### config.mk
export PLATFORM = sky130hd
export DESIGN_NAME = register_file_2r1w
export DESIGN_NICKNAME = d
export VERILOG_FILES = /design/src/rtl/register_file_2r1w.sv
export SDC_FILE = /design/constraint.sdc
export NUM_CORES = 1
export LEC_CHECK = 0
export CAP_MARGIN = 20
export CORE_MARGIN = 2
export CORE_UTILIZATION = 60
export CTS_CLUSTER_DIAMETER = 50
export CTS_CLUSTER_SIZE = 25
export DETAILED_ROUTE_END_ITERATION = 7
export DONT_BUFFER_PORTS = 1
export PLACE_DENSITY = 0.74
export SLEW_MARGIN = 30
export SYNTH_ARGS = -nofsm -noshare
export SYNTH_HDL_FRONTEND = slang
export SYNTH_SLANG_ARGS = --single-unit
### constraint.sdc
create_clock -name clock -period 3.4 [get_ports clock]
set_input_delay 0.51 -clock clock [delete_from_list [all_inputs] [get_ports clock]]
set_output_delay 0.51 -clock clock [all_outputs]
set_load 0.1 [all_outputs]
### src/rtl/register_file_2r1w.sv
// Two-read, one-write register file that sits between decode and the ALU
// operand muxes. Both read ports are registered (one cycle latency) and
// forward a same-cycle write. Port A can instead return its address field as
// an immediate operand. An optional hard-wired zero register is supported.
// After reset, a clear sweep zeroes every entry one per cycle before ready
// rises.
module register_file_2r1w #(
  parameter int DATA_WIDTH     = 8,
  parameter int POINTER_WIDTH  = 3,
  parameter bit CLEAR_ON_RESET = 1'b1,
  parameter bit ZERO_REG       = 1'b0
) (
  input  logic                     clock,
  input  logic                     reset,
  input  logic                     write_enable,
  input  logic [POINTER_WIDTH-1:0] write_address,
  input  logic [DATA_WIDTH-1:0]    write_data,
  input  logic [POINTER_WIDTH-1:0] read_address_a,
  input  logic                     is_immediate_a,
  input  logic [POINTER_WIDTH-1:0] read_address_b,
  output logic [DATA_WIDTH-1:0]    read_data_a,
  output logic [DATA_WIDTH-1:0]    read_data_b,
  output logic                     ready
);

  localparam int DEPTH = 2 ** POINTER_WIDTH;

  typedef enum logic {
    CLEAR,
    RUN
  } state_t;

  state_t                   state;
  logic [POINTER_WIDTH-1:0] clear_ptr;
  logic [DATA_WIDTH-1:0]    mem [DEPTH];

  logic                     write_allowed;
  logic                     mem_we;
  logic [POINTER_WIDTH-1:0] mem_waddr;
  logic [DATA_WIDTH-1:0]    mem_wdata;
  logic [DATA_WIDTH-1:0]    immediate_a;
  logic [DATA_WIDTH-1:0]    next_a;
  logic [DATA_WIDTH-1:0]    next_b;

  // Immediate operand: the port A address field, zero-extended or truncated
  // to the data width.
  generate
    if (POINTER_WIDTH >= DATA_WIDTH) begin : g_imm_trunc
      assign immediate_a = read_address_a[DATA_WIDTH-1:0];
    end else begin : g_imm_ext
      assign immediate_a = {{(DATA_WIDTH - POINTER_WIDTH){1'b0}}, read_address_a};
    end
  endgenerate

  // An external write only counts when it targets a writable register.
  assign write_allowed = write_enable && !(ZERO_REG && (write_address == '0));

  // Select the single storage write port: clear sweep in CLEAR, external
  // write in RUN, nothing while reset is held.
  always_comb begin
    // NOTE: every output of this block gets a default first so no path
    // leaves it unassigned and a latch is never inferred.
    mem_we    = 1'b0;
    mem_waddr = clear_ptr;
    mem_wdata = '0;
    if (!reset) begin
      unique case (state)
        CLEAR: mem_we = 1'b1;
        RUN: begin
          if (write_allowed) begin
            mem_we    = 1'b1;
            mem_waddr = write_address;
            mem_wdata = write_data;
          end
        end
        default: mem_we = 1'b0;
      endcase
    end
  end

  // Next read values: array lookup, then write-through bypass, then the
  // zero-register mask, then (port A only) the immediate override.
  always_comb begin
    next_a = mem[read_address_a];
    if (write_allowed && (write_address == read_address_a)) next_a = write_data;
    if (ZERO_REG && (read_address_a == '0)) next_a = '0;
    if (is_immediate_a) next_a = immediate_a;

    next_b = mem[read_address_b];
    if (write_allowed && (write_address == read_address_b)) next_b = write_data;
    if (ZERO_REG && (read_address_b == '0)) next_b = '0;
  end

  // Storage array update.
  always_ff @(posedge clock) begin
    // NOTE: the array itself has no reset term; zeroing is done by the clear
    // sweep so the storage can map onto plain RAM cells.
    if (mem_we) mem[mem_waddr] <= mem_wdata;
  end

  // Control FSM, clear pointer and registered read outputs.
  always_ff @(posedge clock) begin
    // NOTE: all sequential state uses non-blocking assignments so every
    // register samples pre-edge values regardless of statement order.
    if (reset) begin
      state       <= CLEAR_ON_RESET ? CLEAR : RUN;
      clear_ptr   <= '0;
      ready       <= 1'b0;
      read_data_a <= '0;
      read_data_b <= '0;
    end else begin
      unique case (state)
        CLEAR: begin
          clear_ptr   <= clear_ptr + POINTER_WIDTH'(1);
          read_data_a <= '0;
          read_data_b <= '0;
          if (clear_ptr == POINTER_WIDTH'(DEPTH - 1)) begin
            state <= RUN;
            ready <= 1'b1;
          end
        end
        RUN: begin
          ready       <= 1'b1;
          read_data_a <= next_a;
          read_data_b <= next_b;
        end
        default: state <= CLEAR;
      endcase
    end
  end

endmodule

==> impl_metrics.toml <==
[sta]
rsz0062_at_grt = "no"
setup_viol = 0
slew_headroom = 0.358
drv_slew = 0
setup_tns_ns = 0
fmax_mhz = 451
worstMarginPinSlew_ns = 0.962
finalCritPeriodShare = 0.653
hold_viol = 0
setup_slack_ns = 1.18
finClkSkew_ns = 0.0120
hold_ws_ns = 0.213
layout_min_cycle_time_ns = 2.22

[synth]
synth_most_common_cell = "edfxtp_1"
netlist_area_sq_um = 3990
synth_fa_ha_area_frac = 0.00627
yosys.area_share.xor_xnor = 0.0150
synthMuxAreaShare = 0.233
syn_inst = 244
yosys.area_share.simple = 0.0655
ys_types = 35
synth_top_area_cell = "edfxtp_1"
synthTopCellsByCount = "edfxtp_1 (64), mux4_2 (24), dfxtp_1 (21)"
ys.warnings.count = 0
synth_ff_type = "edfxtp_1"
avgSynthCellArea_sq_um = 16.4
synth-seq-area-share = 0.586
netlist.area_leader.share = 0.481
synth_top_family_by_area = "multiplexers"
synth_nets = 267
ys_seq_elements = 85
ys_async_sr_fraction = 0
synth_area_leaders = "edfxtp_1 (48%), mux4_2 (14%), dfxtp_1 (11%), mux4_1 (5.3%), mux2i_1 (4.5%)"
synth_compound_area_frac = 0.0523
synth-edff-count = 64

[finish]
fin_area_sq_um = 4130
layout.cells.non_filler = 320
layout.nets = 261
layout-drive-gt1-share = 0.177
syn2layout_area_growth_pct = 3.35
diodes = 0
fin_util = 0.646

[placement]
postPlaceCellArea_sq_um = 3940
placedCellCount = 304
pre_cts_ws_ns = 1.25
dp_hpwl_mm = 5.64
numPortBuffers = 0
gp_congestion = 0.804

[power]
pwr-share-comb = 0.057
switchingPower_mw = 0.422
power_density_nw_per_um2 = 472
pwr-share-clk = 0.358
switching_share = 0.217
p_int_mw = 1.53
ir_drop_uv = 350
leakage_nw = 1.47
total_power_mw = 1.95
p_seq_frac = 0.585

[detailed_routing]
drt-initial-drc-count = 192
wl_per_cell_um = 26.8
routed_wl_mm = 8.56
via_count = 2205
wl_met2_mm = 4.29
firstDrtPassIters = 5
wl_met1_mm = 3.35
wl_met3_um = 652
dr.max_layer_used = "met4"
vias_per_cell = 6.89
drtAntennaViolNets = 0
drc = 0

[global_route]
grt_pass1_vias = 2190
gr-total-overflow = 0
grt_first_pass_wirelength_mm = 12.9
grt_usage = 0.253
grt_max_degree = 21
antenna_found_initial = 0

[die]
row_count = 29
die_height_um = 85.6
start_util = 0.625
die_w_um = 85.6
core_area_sq_um = 6390
dieArea_sq_um = 7320
io_pins = 38

[setup_path]
slowest_stage = "nor2_1"
path_max_fanout = 11
endpoint_kind = "flop"
slowest_delay_ns = 0.70
cp.required_ns = 3.38
crit_buf_inv = 0
start_kind = "flop"
arrival_ns = 2.19
path_cells = "nand3b_1 > nor3_1 > a31oi_1 > nor2_1"
critPathTopFamily = "simple AND/OR/NAND/NOR gates"
crit_type = "flop to flop"

[status]
outcome = "completed"

[clocking]
cts_inserted_buffers = 9
cts_max_path_buffers = 2
cts-root-buf = "clkbuf_8"
clock_sinks = 85
htreeDepth = 3
post_cts_buffers = 0
clk_pin_slew_ns = 0.09
insertion_delay_ns = 0.35
ctsResizeCount = 0
cts_tree = "built"
hold_buffers = 0

[job]
max_cap_violations = 0

[hold_path]
holdCritPathClass = "input pin to flop"
path summary, 6_finish.rpt:
| kind | slack [ns] | depth (start not counted) | endpoint | start |
|---|---|---|---|---|
| max reg2reg | 1.18 | 4 | mem[0][1] | state |
| min reg2reg | 0.51 | 2 | clear_ptr[0] | clear_ptr[0] |
| max | 1.18 | 4 | mem[0][1] | state |
| min | 0.21 | 1 | clear_ptr[1] | reset |
cell usage in the layout, fill, tap and decap left out:
cell,n
clkinvlp_4,1
o21ai_0,8
bufinv_16,1
clkbuf_8,9
nor2_1,18
clkinv_1,1
mux4_2,24
a211oi_1,5
dfxtp_1,21
nand3b_1,2
nand2_1,2
clkbuf_1,1
xnor2_2,1
a32oi_1,3
nor3b_1,5
a21o_1,2
nand4_1,1
ha_1,2
nor2b_4,1
mux2i_1,18
clkinv_2,1
mux4_1,8
and3_1,8
xnor2_1,5
inv_1,3
nand2b_1,4
nand4_2,1
clkinv_4,2
nand3_1,1
nor3_1,1
or2_2,1
o21ai_1,3
a21oi_1,10
and4_2,1
edfxtp_1,64
a31oi_1,4
final cells by class:
class / instances / area (sq um)
Tap cell: 77 / 96.3
Sequential cell: 85 / 2340
Clock buffer: 10 / 128
Multi-Input combinational cell: 139 / 1490
Fill cell: 449 / 2260
Inverter: 3 / 11.3
Clock inverter: 6 / 63.8
worst reg2reg max path, delay by kind of cell, from the launching register on:
family           cells  cell delay, ns
AO/OA/AOI/OAI        1            0.08
flip-flops           1            0.54
AND/OR/NAND/NOR      3            1.22
per-layer routing:
| metal | global-route usage | vias up |
|---|---|---|
| li1 | - | 970 |
| met1 | 0.335 | 1115 |
| met4 | 0.114 | 0 |
| met2 | 0.405 | 103 |
| met5 | 0 | - |
| met3 | 0.0568 | 17 |
power groups by stage:
stage	Sequential, mW	Clock, mW	Combinational, mW
floorplan	1.16	0	0.126
global placement	1.16	0	0.108
detailed placement	1.16	0	0.111
global route	1.14	0.755	0.119
finish	1.14	0.697	0.112
CTS	1.14	0.704	0.112
state kept, by name (all words and copies together), names as in the netlist:
signal / count
read_data_a: 8
mem: 64
clear_ptr: 3
ready: 1
state: 1
read_data_b: 8
cells by family (layout without fill, tap and decap cells):
kind of cell               Yosys count  in the layout
adders and majority gates            2              2
AOI/OAI and AO/OA                   35             35
buffers and inverters               20             19
and+or+nand+nor                     46             46
muxes                               50             50
xor gates and xnor gates             6              6
DFF                                 85             85
Note: power is estimated with default switching activity, not from simulation.
